--- config.mk ---
export PLATFORM = sky130hd
export DESIGN_NAME = param_rom_stream_ctrl
export DESIGN_NICKNAME = d
export VERILOG_FILES = /design/src/rtl/param_stream_pkg.sv /design/src/rtl/param_stream_skid_fifo.sv /design/src/rtl/param_rom_stream_ctrl.sv
export SDC_FILE = /design/constraint.sdc
export NUM_CORES = 2
export LEC_CHECK = 0
export ABC_AREA = 1
export BUFFER_PORTS_ARGS = -buffer_cell sky130_fd_sc_hd__buf_2
export CORE_MARGIN = 2
export CORE_UTILIZATION = 55
export CTS_BUF_LIST = sky130_fd_sc_hd__clkbuf_8
export DETAILED_ROUTE_END_ITERATION = 8
export PLACE_DENSITY = 0.75
export SETUP_SLACK_MARGIN = 0.4
export SYNTH_ARGS = -nofsm -noshare
export SYNTH_HDL_FRONTEND = slang
export SYNTH_HIERARCHICAL = 1
export SYNTH_SLANG_ARGS = --single-unit
--- constraint.sdc ---
create_clock -name clk -period 98.4 [get_ports clk]
set_clock_uncertainty 0.15 [all_clocks]
set_input_delay 4.92 -clock clk [delete_from_list [all_inputs] [get_ports clk]]
set_output_delay 4.92 -clock clk [all_outputs]
set_load 0.005 [all_outputs]
--- src/rtl/param_stream_pkg.sv ---
// rtl/param_stream_pkg.sv - shared state type and sizing helpers for the parameter ROM streamer
package param_stream_pkg;

  typedef enum logic [1:0] {
    IDLE   = 2'd0,
    STREAM = 2'd1,
    DRAIN  = 2'd2
  } state_t;

  // Two spare entries over the ROM latency keep full rate despite the non-crediting issue check
  function automatic int fifo_depth_f(input int read_latency);
    return read_latency + 2;
  endfunction

  function automatic int cnt_width_f(input int max_value);
    return (max_value < 2) ? 1 : $clog2(max_value + 1);
  endfunction

endpackage

--- src/rtl/param_stream_skid_fifo.sv ---
// rtl/param_stream_skid_fifo.sv - register FIFO with show-ahead head, absorbs ROM words under backpressure
module param_stream_skid_fifo #(
  parameter int WIDTH = 512,
  parameter int DEPTH = 4,
  parameter int CW    = 3
) (
  input  logic             clk,
  input  logic             rst,
  input  logic             push,
  input  logic [WIDTH-1:0] push_data,
  input  logic             pop,
  output logic [WIDTH-1:0] head,
  output logic [CW-1:0]    count,
  output logic             empty
);

  localparam int PW = (DEPTH > 2) ? $clog2(DEPTH) : 1;

  logic [WIDTH-1:0] mem [DEPTH];
  logic [PW-1:0]    wr_ptr;
  logic [PW-1:0]    rd_ptr;
  logic             full;
  logic             do_push;
  logic             do_pop;

  function automatic logic [PW-1:0] ptr_inc(input logic [PW-1:0] p);
    return (p == PW'(DEPTH - 1)) ? '0 : p + 1'b1;
  endfunction

  assign empty   = (count == '0);
  assign full    = (count == CW'(DEPTH));
  assign do_pop  = pop && !empty;
  assign do_push = push && (!full || do_pop);
  assign head    = mem[rd_ptr];

  always_ff @(posedge clk or posedge rst) begin
    if (rst) begin
      for (int i = 0; i < DEPTH; i++) mem[i] <= '0;
      wr_ptr <= '0;
      rd_ptr <= '0;
      count  <= '0;
    end else begin
      if (do_push) begin
        mem[wr_ptr] <= push_data;
        wr_ptr      <= ptr_inc(wr_ptr);
      end
      if (do_pop) rd_ptr <= ptr_inc(rd_ptr);
      case ({do_push, do_pop})
        2'b10:   count <= count + 1'b1;
        2'b01:   count <= count - 1'b1;
        default: count <= count;
      endcase
    end
  end

endmodule

--- src/rtl/param_rom_stream_ctrl.sv ---
// rtl/param_rom_stream_ctrl.sv - streams a parameter ROM tensor N passes per start over valid/ready
// Optional PARAM_STREAM_PERF_EN adds stall_cycles and run_cycles counters.
module param_rom_stream_ctrl
  import param_stream_pkg::*;
#(
  parameter int DATA_WIDTH   = 512,
  parameter int DEPTH        = 32,
  parameter int ADDR_WIDTH   = $clog2(DEPTH) + 1,
  parameter int READ_LATENCY = 2,
  parameter int REPEAT_WIDTH = 8
) (
  input  logic                    clk,
  input  logic                    rst,
  input  logic                    start,
  input  logic [REPEAT_WIDTH-1:0] repeat_count,
  output logic                    busy,
  output logic                    done,
  output logic [ADDR_WIDTH-1:0]   rom_addr,
  output logic                    rom_ce,
  input  logic [DATA_WIDTH-1:0]   rom_q,
  output logic [DATA_WIDTH-1:0]   data_out,
  output logic                    data_out_valid,
  input  logic                    data_out_ready
`ifdef PARAM_STREAM_PERF_EN
  ,
  output logic [31:0]             stall_cycles,
  output logic [31:0]             run_cycles
`endif
);

  localparam int FIFO_DEPTH = fifo_depth_f(READ_LATENCY);
  localparam int CW         = cnt_width_f(FIFO_DEPTH + READ_LATENCY);

  state_t                  state;
  state_t                  state_next;
  logic [READ_LATENCY-1:0] issue_sr;
  logic [CW-1:0]           inflight;
  logic [CW-1:0]           fifo_count;
  logic [REPEAT_WIDTH-1:0] pass_left;
  logic                    fifo_empty;
  logic                    fifo_push;
  logic                    issue;
  logic                    addr_wrap;
  logic                    last_issue;
  logic                    start_accept;

  always_comb begin
    inflight = '0;
    for (int i = 0; i < READ_LATENCY; i++) inflight = inflight + CW'(issue_sr[i]);
  end

  // Pops in the same cycle are deliberately not credited, so the FIFO can never overflow
  assign issue      = (state == STREAM) && ((inflight + fifo_count) < CW'(FIFO_DEPTH));
  assign addr_wrap  = (rom_addr == ADDR_WIDTH'(DEPTH - 1));
  assign last_issue = issue && addr_wrap && (pass_left == REPEAT_WIDTH'(1));
  assign fifo_push  = issue_sr[READ_LATENCY-1];

  assign busy           = (state != IDLE);
  assign rom_ce         = (state != IDLE);
  assign data_out_valid = !fifo_empty;

  always_comb begin
    state_next   = state;
    done         = 1'b0;
    start_accept = 1'b0;
    case (state)
      IDLE: begin
        if (start) begin
          start_accept = 1'b1;
          state_next   = STREAM;
        end
      end
      STREAM: begin
        if (last_issue) state_next = DRAIN;
      end
      DRAIN: begin
        if ((inflight == '0) && fifo_empty) begin
          done = 1'b1;
          if (start) begin
            start_accept = 1'b1;
            state_next   = STREAM;
          end else begin
            state_next = IDLE;
          end
        end
      end
      default: state_next = IDLE;
    endcase
  end

  always_ff @(posedge clk or posedge rst) begin
    if (rst) begin
      state     <= IDLE;
      rom_addr  <= '0;
      pass_left <= '0;
      issue_sr  <= '0;
    end else begin
      state       <= state_next;
      issue_sr[0] <= issue;
      for (int i = 1; i < READ_LATENCY; i++) issue_sr[i] <= issue_sr[i-1];
      if (start_accept) begin
        rom_addr  <= '0;
        pass_left <= (repeat_count == '0) ? REPEAT_WIDTH'(1) : repeat_count;
      end else if (issue) begin
        if (addr_wrap) begin
          rom_addr  <= '0;
          pass_left <= pass_left - 1'b1;
        end else begin
          rom_addr <= rom_addr + 1'b1;
        end
      end
    end
  end

  param_stream_skid_fifo #(
    .WIDTH (DATA_WIDTH),
    .DEPTH (FIFO_DEPTH),
    .CW    (CW)
  ) u_fifo (
    .clk       (clk),
    .rst       (rst),
    .push      (fifo_push),
    .push_data (rom_q),
    .pop       (data_out_ready),
    .head      (data_out),
    .count     (fifo_count),
    .empty     (fifo_empty)
  );

`ifdef PARAM_STREAM_PERF_EN
  always_ff @(posedge clk or posedge rst) begin
    if (rst) begin
      stall_cycles <= '0;
      run_cycles   <= '0;
    end else if (start_accept) begin
      stall_cycles <= '0;
      run_cycles   <= '0;
    end else begin
      if (data_out_valid && !data_out_ready && (stall_cycles != '1))
        stall_cycles <= stall_cycles + 32'd1;
      if (state != IDLE) run_cycles <= run_cycles + 32'd1;
    end
  end
`endif

endmodule

==> impl_metrics.tcl <==
set metrics [dict create \
    grt_util_met2_pct 51.38 \
    synth.net_count 12775 \
    r2r_setup_slack_ns 91.93 \
    post-place-cells 14535 \
    core_area_sq_um 180400 \
    vias_per_cell 6.249 \
    cp_common_cell "buf_4" \
    synthSimpleGateAreaFrac_pct 32.85 \
    cts_resized 0 \
    totalWireLength_microns 337900 \
    via_count 95664 \
    crit_family "buffers and inverters" \
    grt_pass1_vias 91367 \
    synth_edf_count 0 \
    cts.sinks 2073 \
    timing.fmax_mhz 87.68 \
    synth_area_leaders "dfrtp_1 (52%), nand2_1 (16%), nand4_1 (13%), o21ai_0 (5.2%), nor2_1 (3.9%)" \
    wire_per_inst_microns 22.07 \
    synth-compound-area-share_pct 8.469 \
    outcome "finished clean" \
    crit_chain "inv_16 > buf_4 > buf_12 > buf_4 > o21ai_0 > o22ai_1 > buf_2" \
    grtUsageMet1_pct 46.11 \
    cts_hold_buf 0 \
    min_from "issue_sr[0]" \
    dieWidth_microns 429.5 \
    period_share_pct 11.59 \
    cts_tree "built" \
    synth_top_area_share_pct 52.09 \
    clkLatencyLatePin_ns 1.07 \
    synth_flop_cell "dfrtp_1" \
    die_h_microns 429.5 \
    drive_above_1_share_pct 13.39 \
    io_buffers 1045 \
    nNetsFinal 13064 \
    hp-class "reg2reg" \
    io_pins 1046 \
    seq_area_frac_synth_pct 52.09 \
    min_to "issue_sr[1]" \
    relSlewSlack_pct 11.03 \
    dieArea_sq_um 184500 \
    cts_inserted_buffers 360 \
    async_reset_ff_share_pct 100.0 \
    end_kind "primary output" \
    gp_congestion 0.8839 \
    grt-ovfl-total 0 \
    reg2reg_depth 10 \
    yosysWarnings 6 \
    dr.pass1.iters 6 \
    final_area_sq_um 110400 \
    synth_seq_cells 2073 \
    row_count 156 \
    cp_slowest_cell "buf_4" \
    critPathBufInv 5 \
    ys_types 34 \
    antenna_found_initial 195 \
    synth_mux_area_share_pct 0 \
    critPathKind "reg2out" \
    h-tree-depth 5 \
    ir_drop_mv 0.03103 \
    grt_use_met3_pct 8.873 \
    setup_viol 0 \
    p_leak_nw 56.88 \
    start_kind "flop" \
    instances_no_fill 15309 \
    cts_setup_buffers 0 \
    r2r_start "u_fifo/count[2]" \
    grt.busiest_layer "met2" \
    ant_nets 0 \
    clk_path_buf_depth 4 \
    hold_violations 0 \
    clock-root-buffer "clkbuf_8" \
    min_period_ns 11.41 \
    grt_setup_unrepaired "false" \
    p_per_area_nw_per_um2 39.01 \
    avgSynthCellArea_sq_um 8.138 \
    grt_start_max_net_pins 264 \
    hold_depth 0 \
    drc_errors 0 \
    synthToLayoutAreaGrowth_pct 10.84 \
    synthCells 12238 \
    cts.reportedPaths.clkPinSlew_ns 0.06 \
    fin_setup_tns_ns 0 \
    critPathArrivalTime_ns 6.34 \
    yosysTopAreaCell "dfrtp_1" \
    grt_usage_pct 35.32 \
    synthXorXnorAreaFrac_pct 0.02638 \
    timing.max_cap.violations 0 \
    start_util_pct 55.22 \
    required_ns 93.33 \
    max_stage_delay_ns 0.89 \
    synth_top_family_by_area "simple AND/OR/NAND/NOR gates" \
    grt_pass1_wl_microns 523200 \
    hpwlAfterDp_microns 182000 \
    syn-cell-area_sq_um 99590 \
    maxSlewViolCount 0 \
    worst-path-max-fanout 263 \
    worst_pin_slew_ns 1.335 \
    dpl_cell_area_sq_um 103000 \
    drt_iter0_drc 12878 \
    r2r_end "u_fifo/mem[1286]" \
    synth_fa_ha_area_share_pct 0.1709 \
]
report_power, final:
part	internal (W)	switching, W
registers	0.00125	0.000213
logic	0.000611	0.00145
clock network	0.000422	0.000358
Yosys cell counts, types with 2 or more instances:
library cell  instances
ha_1                 12
clkbuf_1            452
nor2_1             1046
o22ai_1             512
xor2_1                2
nand3_4               3
buf_1               153
inv_1                34
buf_2               477
nor2_2                2
dfrtp_1            2073
o21ai_0            1031
or2_2                 2
nor2_4                2
buf_4                88
nand3_2               3
o21ai_1               8
nand2_2               2
nand2_4               5
nand4_1            2050
buf_6                79
nand3_1              23
nand2_1            4165
inv_2                 4
worst register-to-register path, cell delays in order, from the launching register on:
cell	delay [ns]
dfrtp_1	0.41
inv_1	0.16
nor2_1	0.13
nand2_8	0.47
buf_4	0.84
buf_4	0.87
buf_12	0.84
buf_4	1.12
buf_4	1.00
nand4_1	0.26
nand2_1	0.13
registers in the layout (all words and copies together), names as in the netlist:
signal / cells
issue_sr: 2
pass_left: 8
rom_addr: 6
state: 2
u_fifo/count: 3
u_fifo/mem: 2048
u_fifo/rd_ptr: 2
u_fifo/wr_ptr: 2
routing by layer:
| metal | part of all wire, % | vias to the layer above |
|---|---|---|
| li1 | - | 42913 |
| met1 | 38 | 45945 |
| met2 | 45 | 5592 |
| met3 | 11 | 1100 |
| met4 | 6.7 | 114 |
| met5 | 0.21 | - |
stage by stage:
stage / hold slack [ns] / setup WS (ns) / util (%) / total power (W)
after global routing: 0.2657 / 86.91 / 61.17 / 0.004571
after detailed placement: 0.2393 / 87.31 / 57.08 / 0.003477
final: 0.2657 / 86.99 / 61.21 / 0.004306
after floorplan: 0.2298 / 35.28 / - / 0.002769
after global placement: 0.2437 / 87.43 / 57.08 / 0.003411
after CTS: 0.2605 / 87.16 / 61.00 / 0.004260
cells in the final DEF (no fill, tap or decap), types with 8 or more instances in the layout:
cell,instances
o21ai_0,1031
inv_1,155
clkinv_2,34
o21ai_1,8
clkbuf_8,460
buf_4,110
buf_2,1045
ha_1,8
buf_12,22
o22ai_1,512
dfrtp_1,2070
nand3_1,23
nand4_1,2050
nor2_1,1046
diode_2,150
nand2_1,4165
cell type report:
class / instances / area, sq um
clock inverter: 164 / 733.2
fill: 15533 / 69960
timing repair buffer: 1177 / 6496
tap: 2370 / 2965
antenna: 150 / 375.4
clock buffer: 460 / 6331
inverter: 40 / 181.4
multi-input combinational: 8875 / 41420
sequential: 2073 / 51890
cell families (layout without fill, tap and decap cells):
family | count (synthesis) | after routing
and+or+nand+nor | 7305 | 7305
DFF | 2073 | 2073
AOI/OAI and AO/OA | 1554 | 1554
buffers and inverters | 1290 | 1841
adders and majority gates | 13 | 13
xor gates and xnor gates | 3 | 3
other | 0 | 150
worst max-delay path by stage:
stage               cells past startpoint  slack (ns)               end             start
global route                            7       86.91     data_out[174]  u_fifo/rd_ptr[0]
CTS                                     7       87.16     data_out[174]  u_fifo/rd_ptr[0]
floorplan                               1       35.28   u_fifo/count[0]               rst
detailed placement                      8       87.31  u_fifo/mem[1194]               rst
global placement                        8       87.43  u_fifo/mem[1230]               rst
finish                                  7       86.99     data_out[174]  u_fifo/rd_ptr[0]
No activity file was read; power rests on OpenSTA's default activity.
